$ cat config.mk
export PLATFORM = sky130hd
export DESIGN_NAME = lavatory_arbiter
export DESIGN_NICKNAME = d
export VERILOG_FILES = /design/src/rtl/lavatory_arbiter.sv
export SDC_FILE = /design/constraint.sdc
export NUM_CORES = 1
export LEC_CHECK = 0
export ABC_AREA = 1
export CAP_MARGIN = 25
export CORE_ASPECT_RATIO = 0.7
export CORE_MARGIN = 3
export CORE_UTILIZATION = 40
export CTS_BUF_LIST = sky130_fd_sc_hd__clkbuf_16
export DETAILED_ROUTE_END_ITERATION = 7
export SETUP_SLACK_MARGIN = 0.4
export SYNTH_ARGS = -nofsm -noshare
export SYNTH_HDL_FRONTEND = slang
export SYNTH_SLANG_ARGS = --single-unit
export TNS_END_PERCENT = 30
$ cat constraint.sdc
create_clock -name clk_2 -period 2.79 [get_ports clk_2]
set_input_delay 0.4185 -clock clk_2 [delete_from_list [all_inputs] [get_ports clk_2]]
set_output_delay 0.4185 -clock clk_2 [all_outputs]
set_load 0.1 [all_outputs]
$ cat src/rtl/lavatory_arbiter.sv
// Three-stall lavatory arbiter: stall 0 women-only, stalls 1-2 shared, each stall cycling FREE -> OCCUPIED -> CLEAN.
// Define LAV_TIMEOUT_EN to add per-stall occupancy timeout with a one-cycle alarm pulse.
module lavatory_arbiter #(
    parameter int CLEAN_CYCLES   = 4,
    parameter int WAIT_BITS      = 4,
    parameter int TIMEOUT_CYCLES = 200
) (
    input  logic                 clk_2,
    input  logic                 reset,
    input  logic                 req_f,
    input  logic                 req_m,
    // "release" is a reserved word in SystemVerilog, hence the longer name
    input  logic [2:0]           release_pulse,
    output logic [1:0]           gnt_f_stall,
    output logic [1:0]           gnt_m_stall,
    output logic [2:0]           occupied,
    output logic [2:0]           cleaning,
    output logic                 free_f,
    output logic                 free_m,
    output logic [WAIT_BITS-1:0] wait_f,
    output logic [WAIT_BITS-1:0] wait_m,
    output logic [2:0]           alarm
);
    typedef enum logic [1:0] {
        ST_FREE  = 2'd0,
        ST_OCC   = 2'd1,
        ST_CLEAN = 2'd2
    } stall_state_t;

    typedef enum logic {
        SERVED_F = 1'b0,
        SERVED_M = 1'b1
    } served_t;

    localparam int                   CW         = (CLEAN_CYCLES > 1) ? $clog2(CLEAN_CYCLES) : 1;
    localparam logic [CW-1:0]        CLEAN_LOAD = CW'(CLEAN_CYCLES - 1);
    localparam logic [WAIT_BITS-1:0] WAIT_MAX   = {WAIT_BITS{1'b1}};

    stall_state_t  state_r     [3];
    stall_state_t  state_nx_s  [3];
    logic [CW-1:0] clean_cnt_r [3];
    logic [CW-1:0] clean_nx_s  [3];
    served_t       last_served_r;
    served_t       last_served_nx_s;

    logic [2:0] free_s;
    logic [2:0] take_f_s;
    logic [2:0] take_m_s;
    logic [2:0] timeout_s;
    logic [2:0] alarm_nx_s;
    logic       elig_f_s;
    logic       elig_m_s;
    logic       conflict_s;

    function automatic logic [1:0] stall_code(input logic [2:0] onehot);
        logic [1:0] code;
        case (onehot)
            3'b001:  code = 2'd1;
            3'b010:  code = 2'd2;
            3'b100:  code = 2'd3;
            default: code = 2'd0;
        endcase
        return code;
    endfunction

    // Status decode straight from the registered stall states
    always_comb begin
        for (int i = 0; i < 3; i++) begin
            free_s[i]   = (state_r[i] == ST_FREE);
            occupied[i] = (state_r[i] == ST_OCC);
            cleaning[i] = (state_r[i] == ST_CLEAN);
        end
        free_f = |free_s;
        free_m = free_s[1] | free_s[2];
    end

    // Grant selection; a requester whose grant is showing this cycle is masked
    always_comb begin
        elig_f_s         = req_f && (gnt_f_stall == 2'd0);
        elig_m_s         = req_m && (gnt_m_stall == 2'd0);
        conflict_s       = elig_f_s && elig_m_s && !free_s[0] && (free_s[1] ^ free_s[2]);
        take_f_s         = 3'b000;
        take_m_s         = 3'b000;
        last_served_nx_s = last_served_r;
        if (conflict_s) begin
            if (last_served_r == SERVED_M) begin
                take_f_s         = {free_s[2], free_s[1], 1'b0};
                last_served_nx_s = SERVED_F;
            end else begin
                take_m_s         = {free_s[2], free_s[1], 1'b0};
                last_served_nx_s = SERVED_M;
            end
        end else begin
            if (elig_f_s) begin
                if (free_s[0]) begin
                    take_f_s = 3'b001;
                end else if (free_s[1]) begin
                    take_f_s = 3'b010;
                end else if (free_s[2]) begin
                    take_f_s = 3'b100;
                end else begin
                    take_f_s = 3'b000;
                end
            end else begin
                take_f_s = 3'b000;
            end
            if (elig_m_s) begin
                if (free_s[1] && !take_f_s[1]) begin
                    take_m_s = 3'b010;
                end else if (free_s[2] && !take_f_s[2]) begin
                    take_m_s = 3'b100;
                end else begin
                    take_m_s = 3'b000;
                end
            end else begin
                take_m_s = 3'b000;
            end
        end
    end

`ifdef LAV_TIMEOUT_EN
    localparam int OW = $clog2(TIMEOUT_CYCLES + 1);
    logic [OW-1:0] occ_cnt_r [3];

    // Occupancy counters preset to 1 so the first occupied cycle already counts
    always_ff @(posedge clk_2 or posedge reset) begin
        if (reset) begin
            for (int i = 0; i < 3; i++) occ_cnt_r[i] <= OW'(1);
        end else begin
            for (int i = 0; i < 3; i++) begin
                if (state_r[i] == ST_OCC) begin
                    occ_cnt_r[i] <= occ_cnt_r[i] + OW'(1);
                end else begin
                    occ_cnt_r[i] <= OW'(1);
                end
            end
        end
    end

    // Timeout fires at the end of the last allowed occupied cycle
    always_comb begin
        timeout_s = 3'b000;
        for (int i = 0; i < 3; i++) begin
            timeout_s[i] = (state_r[i] == ST_OCC) && (occ_cnt_r[i] == OW'(TIMEOUT_CYCLES));
        end
    end
`else
    // Timeout disabled; the parameter stays in the interface so both builds match
    assign timeout_s = 3'(TIMEOUT_CYCLES) & 3'b000;
`endif

    // Per-stall next state; a release on the timeout edge suppresses the alarm
    always_comb begin
        for (int i = 0; i < 3; i++) begin
            state_nx_s[i] = state_r[i];
            clean_nx_s[i] = clean_cnt_r[i];
            alarm_nx_s[i] = 1'b0;
            case (state_r[i])
                ST_FREE: begin
                    if (take_f_s[i] || take_m_s[i]) begin
                        state_nx_s[i] = ST_OCC;
                    end else begin
                        state_nx_s[i] = ST_FREE;
                    end
                end
                ST_OCC: begin
                    if (release_pulse[i] || timeout_s[i]) begin
                        state_nx_s[i] = ST_CLEAN;
                        clean_nx_s[i] = CLEAN_LOAD;
                        alarm_nx_s[i] = timeout_s[i] && !release_pulse[i];
                    end else begin
                        state_nx_s[i] = ST_OCC;
                    end
                end
                ST_CLEAN: begin
                    if (clean_cnt_r[i] == {CW{1'b0}}) begin
                        state_nx_s[i] = ST_FREE;
                    end else begin
                        clean_nx_s[i] = clean_cnt_r[i] - CW'(1);
                    end
                end
                default: begin
                    state_nx_s[i] = ST_FREE;
                    clean_nx_s[i] = {CW{1'b0}};
                end
            endcase
        end
    end

    // Stall state, clean counters and fairness memory
    always_ff @(posedge clk_2 or posedge reset) begin
        if (reset) begin
            for (int i = 0; i < 3; i++) begin
                state_r[i]     <= ST_FREE;
                clean_cnt_r[i] <= {CW{1'b0}};
            end
            last_served_r <= SERVED_M;
        end else begin
            for (int i = 0; i < 3; i++) begin
                state_r[i]     <= state_nx_s[i];
                clean_cnt_r[i] <= clean_nx_s[i];
            end
            last_served_r <= last_served_nx_s;
        end
    end

    // Registered grant pulses and alarms
    always_ff @(posedge clk_2 or posedge reset) begin
        if (reset) begin
            gnt_f_stall <= 2'd0;
            gnt_m_stall <= 2'd0;
            alarm       <= 3'b000;
        end else begin
            gnt_f_stall <= stall_code(take_f_s);
            gnt_m_stall <= stall_code(take_m_s);
            alarm       <= alarm_nx_s;
        end
    end

    // Saturating wait counters: clear on grant, count while eligible and unserved
    always_ff @(posedge clk_2 or posedge reset) begin
        if (reset) begin
            wait_f <= {WAIT_BITS{1'b0}};
            wait_m <= {WAIT_BITS{1'b0}};
        end else begin
            if (take_f_s != 3'b000) begin
                wait_f <= {WAIT_BITS{1'b0}};
            end else if (elig_f_s && (wait_f != WAIT_MAX)) begin
                wait_f <= wait_f + {{(WAIT_BITS-1){1'b0}}, 1'b1};
            end else begin
                wait_f <= wait_f;
            end
            if (take_m_s != 3'b000) begin
                wait_m <= {WAIT_BITS{1'b0}};
            end else if (elig_m_s && (wait_m != WAIT_MAX)) begin
                wait_m <= wait_m + {{(WAIT_BITS-1){1'b0}}, 1'b1};
            end else begin
                wait_m <= wait_m;
            end
        end
    end

endmodule
Word level (Yosys, flattened, before mapping) --
Index checks and enable logic that the tools add are counted.
Storage, ports and cells: bits in writable memories 0, latch bits 0, logic and storage cells 115, input port bits 7, bits in registers 25, memories 0, bits in read-only memories 0, output and inout bits 23
Operators by class: bitwise logic cells 5, divide/modulo/power cells 0, shifts and indexed selects 0, equal/unequal tests 23, $lt $le $gt $ge 0, add/sub/neg operators 5, reduce and logical (&&, ||, !) cells 31, multiply operators 0, multiplexer cells 40
Operators with widths (count):
- case mux 2 bit (3 select lines) | 8
- 2-to-1 mux 3 bit | 12
- 2-to-1 mux 2 bit | 12
- logical NOT 2 bit | 8
- 2-to-1 mux 4 bit | 4
- inequality test 2 bit (second input constant) | 6
- logical AND 1 bit | 9
- AND reduction 3 bit | 3
- adder 4 x 1 -> 4 bit (second input constant) | 2
- inequality test 4 bit (second input constant) | 2
- == test 2 x 1 -> 1 bit (second input constant) | 3
- == test 2 bit (second input constant) | 3
- == test 3 x 1 -> 1 bit (second input constant) | 2
- == test 3 x 2 -> 1 bit (second input constant) | 2
- == test 3 bit (second input constant) | 2
- inequality test 2 x 1 -> 1 bit (second input constant) | 3
- nonzero test 3 bit | 2
- subtractor 2 x 1 -> 2 bit (second input constant) | 3
- 2-to-1 mux 1 bit | 4
- nonzero test 2 bit | 2
- logical NOT 1 bit | 3
- logical OR 1 bit | 3
- inverter 1 bit | 3
- OR reduction 3 bit | 1
- other kinds (2) | 2

Logic depth before layout (Yosys ltp) --
word-level depth 15, gate-level depth with buffers 15, mapped depth without buffers 15

Worst setup path before layout --
No wires, ideal clock.
path type register to register, from reg state_r[1] (netlist bit), to reg clean_cnt_r[0] (netlist bit), setup time 0.132 ns, period minus slack after synthesis 2.054 ns, stages on the path, launching flop included 7, data required time 2.658 ns, arrival 1.922 ns, path buffers 0, slack 0.736 ns, path through dfrtp_1 > inv_1 > ha_1 > inv_1 > or2_2 > o211ai_1 > o21ai_0
Between the ends: cells in the longest elaborated chain, start to end 3, elaborated cells on any way between the ends 8, those cells by class 4 x eq/ne; 1 x mux; 1 x bitwise; 2 x reduce/logical
Ends and longest elaborated chain:
- start, declared | RTL line 39 | stall_state_t state_r [3];
- start signal, assigned by index | RTL line 200 | state_r[i] <= state_nx_s[i];
- == test 2 x 1 -> 1 bit *
- named net occupied[2] | RTL line 16 | output logic [2:0] occupied,
- inequality test 2 bit (no line)
- AND reduction 3 bit (no line)
- end signal, assigned by index | RTL line 195 | clean_cnt_r[i] <= {CW{1'b0}};
- end signal, assigned by index | RTL line 201 | clean_cnt_r[i] <= clean_nx_s[i];
- end, declared | RTL line 41 | logic [CW-1:0] clean_cnt_r [3];
The timed path passes the listed nets; every way through them passes the cells marked *. A chain may end at the register's enable or synchronous reset.

Worst setup path after layout --
from reg state_r[2] (netlist bit), to reg wait_m[0]
Between the ends: cells in the longest elaborated chain, start to end 13, elaborated cells on any way between the ends 19, those cells by class 10 x mux; 1 x bitwise; 8 x reduce/logical
Ends and longest elaborated chain:
- logical NOT 2 bit * | RTL line 69 | free_s[i] = (state_r[i] == ST_FREE);
- 2-to-1 mux 3 bit | RTL line 97 | end else if (free_s[1]) begin
- 2-to-1 mux 3 bit | RTL line 95 | if (free_s[0]) begin
- 2-to-1 mux 3 bit | RTL line 94 | if (elig_f_s) begin
- 2-to-1 mux 3 bit | RTL line 85 | if (conflict_s) begin
- logical NOT 1 bit | RTL line 110 | end else if (free_s[2] && !take_f_s[2]) begin
- logical AND 1 bit | RTL line 110
- 2-to-1 mux 3 bit | RTL line 110
- 2-to-1 mux 3 bit | RTL line 108 | if (free_s[1] && !take_f_s[1]) begin
- 2-to-1 mux 3 bit | RTL line 107 | if (elig_m_s) begin
- 2-to-1 mux 3 bit * | RTL line 85
- nonzero test 3 bit * | RTL line 233 | if (take_m_s != 3'b000) begin
- 2-to-1 mux 4 bit or nonzero test 2 bit (tied branches)
- end signal, assigned | RTL line 234 | wait_m <= {WAIT_BITS{1'b0}};
- end signal, assigned | RTL line 236 | wait_m <= wait_m + {{(WAIT_BITS-1){1'b0}}, 1'b1};
- end signal, assigned | RTL line 238 | wait_m <= wait_m;
- end, declared | RTL line 21 | output logic [WAIT_BITS-1:0] wait_m,
Mark *: on every way between the ends. The rest lies on a longest branch, timed or not. The select of a mux whose other input is x is not followed.

==> qor.txt <==
CLOCKING
-------------------------------------------------------------------------------------
Root cell of the clock tree                                              sky130_fd_sc_hd__clkbuf_16
Clock-pin slew of the registers on the worst-case setup and hold paths        0.07 ns
Post-CTS repair timing setup buffer count                                           0
Count of H-tree levels built during CTS                                             1
Hold_buf cts                                                                        0
Clk buf depth                                                                       2
TritonCTS clock tree                                                            built
Number of buffers inserted during clock tree synthesis                              3
# resized after CTS                                                                 0
TritonCTS Sinks                                                                    25
Clock latency at the later pin of the worst-skew pair                         0.26 ns

FLOORPLAN
-------------------------------------------------------------------------------------
Area inside the core boundary                                             0.00374 mm2
Die area                                                                  0.00497 mm2
Effective utilization at floorplan                                              0.444
Die H                                                                         59.9 um
Width of the chip                                                             83.0 um
Cell Rows                                                                          18
Number of top-level pins                                                           30

WORST SETUP PATH
-------------------------------------------------------------------------------------
Family of cells with the greatest summed delay on the critical path      simple AND/OR/NAND/NOR gates
Crit Reg-Reg Endpoint                                                       wait_m[0]
Setup slack of the most critical reg-to-reg path                              0.64 ns
Delay of the slowest critical-path stage                                      0.39 ns
Startpoint kind of the worst setup timing path                              flip-flop
Critical-path cell with the highest stage delay                          sky130_fd_sc_hd__dfrtp_1
Setup crit end kind                                                         flip-flop
Buffer and inverter count on the worst path                                         5
Crit. path cell count                                                              14
Type of the worst setup path                                             flip-flop to flip-flop
Arrival time reported for the critical path endpoint                          2.32 ns
Register-to-Register Path Depth                                                    14
Cell Chain, Critical Path                                                inv_1, ha_1, inv_2, ha_1, inv_1, nand2_2, nor2_8, nand2_4, nand3_1, nand2_1, inv_1, ha_1, inv_1, nor3_1
CP Capture Point                                                            wait_m[0]
CP Data Required Time                                                         2.97 ns
Launch point of the worst path                                             state_r[2]
R2r startpoint                                                             state_r[2]
Worst path most repeated cell                                            sky130_fd_sc_hd__inv_1
Critical path peak fanout                                                           6

LAYOUT
-------------------------------------------------------------------------------------
Growth of design area from synthesis to finish                                  21.0%
N_diodes                                                                            0
Net count, final                                                                  261
Fraction of final layout cells with drive strength greater than 1               0.217
Layout Cell Area excl Fill                                                0.00201 mm2
Commonest non-fill, non-tap cell in the layout                           sky130_fd_sc_hd__inv_1
Final std cells w/o fill                                                          285
FILL cells                                                                        370
Commonest non-fill, non-tap cells in the layout                          37 x sky130_fd_sc_hd__inv_1, 35 x sky130_fd_sc_hd__nand2_1, 24 x sky130_fd_sc_hd__dfrtp_1, 21 x sky130_fd_sc_hd__buf_4, 18 x sky130_fd_sc_hd__ha_1

TIMING
-------------------------------------------------------------------------------------
Final critical-path required period                                           2.15 ns
Number of slew-limit violations in the final report                                 0
Max Clk Rate                                                                  466 MHz
Hold Slack                                                                   0.497 ns
Setup violations, final                                                             0
Setup repair after global routing missed its margin                             false
Post-Route Setup TNS                                                             0 ns
Final clock period utilization by the worst path                                0.769
Final Hold Fails                                                                    0
Final Skew                                                                 0.00460 ns

WORST HOLD PATH
-------------------------------------------------------------------------------------
Class of the worst hold path                                             flip-flop to flip-flop
Worst Hold Launch                                                        clean_cnt_r[5]

ROUTING
-------------------------------------------------------------------------------------
DRT iter0 DRCs                                                                     43
Vias per inst                                                                    4.56
Via count                                                                        1301
DRC errors left                                                                     0
WL final                                                                      3110 um
Total iterations of the first detailed-routing run                                  4
Antenna Violating Nets Remaining                                                    0
Average wire length per cell after detail routing                             10.9 um

SYNTH
-------------------------------------------------------------------------------------
Per-instance average area after synthesis                                    8.09 um2
Flip-flop and latch count after synthesis                                          25
Synth warn                                                                          0
Number of different library cells in the post-synthesis netlist                    30
Sequential cell area fraction in the yosys report                               0.378
Mapped Cells                                                                      205
Summed instance area of the synthesized netlist                           0.00166 mm2

FLOW RUN
-------------------------------------------------------------------------------------
Max-cap viol count                                                                  0

PLACE
-------------------------------------------------------------------------------------
GP Congestion                                                                   0.804
Inst Count DP                                                                     281
Number of I/O port buffers                                                         26
Cell area reported after detailed placement                               0.00192 mm2
Placed wire-length estimate                                                   2510 um

GLOBAL ROUTE
-------------------------------------------------------------------------------------
Total Routing Usage GR                                                          0.141
First-pass GRT wire length                                                    5530 um
Total global routing overflow                                                       0
Via count of the first global-routing pass                                       1217
Pin count of the biggest net entering global routing                               26
Initial antenna violation count                                                     0

OUTCOME
-------------------------------------------------------------------------------------
Outcome                                                                  finished, final reports clean

kinds of logic (layout without fill, tap and decap cells):
kind of cell | after synthesis | count (layout) | synth area share
adder cells (fa/ha/maj) | 18 | 18 | 0.136
flip-flops | 25 | 25 | 0.378
AND/OR/NAND/NOR | 81 | 81 | 0.248
buffers and inverters | 46 | 74 | 0.111
AO/OA/AOI/OAI | 31 | 31 | 0.109
XOR/XNOR | 3 | 3 | 0.0158
other | 1 | 3 | 0.00226
layer usage:
layer  vias up  part of all wire  GRT usage
met1       570              0.55      0.206
met4         0            0.0080     0.0350
li1        702                 -          -
met2        27              0.39      0.199
met5         -                 0          0
met3         2             0.051     0.0482
final cells by class:
type | instances | area (um2) | share of cell area
clock buffers | 3 | 75.1 | 0.0374
clock inverters | 1 | 7.51 | 0.00374
inverters | 43 | 161 | 0.0804
multi-input cells | 136 | 856 | 0.426
flip-flops and latches | 25 | 627 | 0.312
well taps | 50 | 62.6 | 0.0312
repair buffers | 27 | 218 | 0.108
synthesized netlist by cell type:
cell,count,area (um2)
sky130_fd_sc_hd__ha_1,18,225
sky130_fd_sc_hd__inv_1,37,139
sky130_fd_sc_hd__nor2_8,1,20.0
sky130_fd_sc_hd__or2_2,4,25.0
sky130_fd_sc_hd__o211ai_1,1,7.51
sky130_fd_sc_hd__o21ai_1,3,15.0
sky130_fd_sc_hd__nor3_1,2,10.0
sky130_fd_sc_hd__a21oi_1,6,30.0
sky130_fd_sc_hd__a31oi_1,1,6.26
sky130_fd_sc_hd__nor2_4,1,11.3
sky130_fd_sc_hd__dfstp_2,1,26.3
sky130_fd_sc_hd__nor2_1,11,41.3
sky130_fd_sc_hd__nand2b_1,1,6.26
sky130_fd_sc_hd__dfrtp_1,24,601
sky130_fd_sc_hd__nand3_2,1,10.0
sky130_fd_sc_hd__xor2_1,2,17.5
sky130_fd_sc_hd__buf_4,3,22.5
sky130_fd_sc_hd__or2_1,1,6.26
sky130_fd_sc_hd__nand2_4,3,33.8
sky130_fd_sc_hd__xnor2_1,1,8.76
sky130_fd_sc_hd__inv_2,6,22.5
sky130_fd_sc_hd__nand2_1,35,131
sky130_fd_sc_hd__and3_1,1,6.26
sky130_fd_sc_hd__nand3_1,12,60.1
sky130_fd_sc_hd__nand4_1,3,18.8
sky130_fd_sc_hd__nand2_2,5,31.3
sky130_fd_sc_hd__o21ai_0,16,80.1
sky130_fd_sc_hd__a21oi_4,1,16.3
sky130_fd_sc_hd__a21oi_2,3,26.3
sky130_fd_sc_hd__conb_1,1,3.75
registers in the layout, summed over array words and instances (netlist names):
register and count:
wait_m 4, clean_cnt_r 6, last_served_r 1, state_r 6, wait_f 4, gnt_f_stall 2, gnt_m_stall 2
per-stage QoR:
step | setup slack (ns) | utilization
after CTS | 0.628 | 0.537
after detailed placement | 0.627 | 0.515
after global placement | 0.690 | 0.515
after global routing | 0.466 | 0.537
after floorplan | 0.736 | -
final | 0.644 | 0.537
worst min path at each step:
stage | slack (ns) | end | cells after the start
6_report | 0.50 | clean_cnt_r[5] | 2
4_1_cts | 0.50 | clean_cnt_r[3] | 2
2_1_floorplan | 0.45 | clean_cnt_r[0] | 1
5_1_grt | 0.54 | clean_cnt_r[5] | 2
3_3_place_gp | 0.48 | clean_cnt_r[3] | 2
3_5_place_dp | 0.48 | clean_cnt_r[3] | 2
worst reg2reg max path, delay by kind of cell, from the launching register on:
kind | cells | cell delay, ns
simple gates | 6 | 0.65
fa+ha+maj | 3 | 0.64
flops | 1 | 0.39
buf+inv | 5 | 0.37
Power is left out: the tool's default activity adds up to more than one toggle a clock period on the data nets, which glitch-free logic cannot reach.
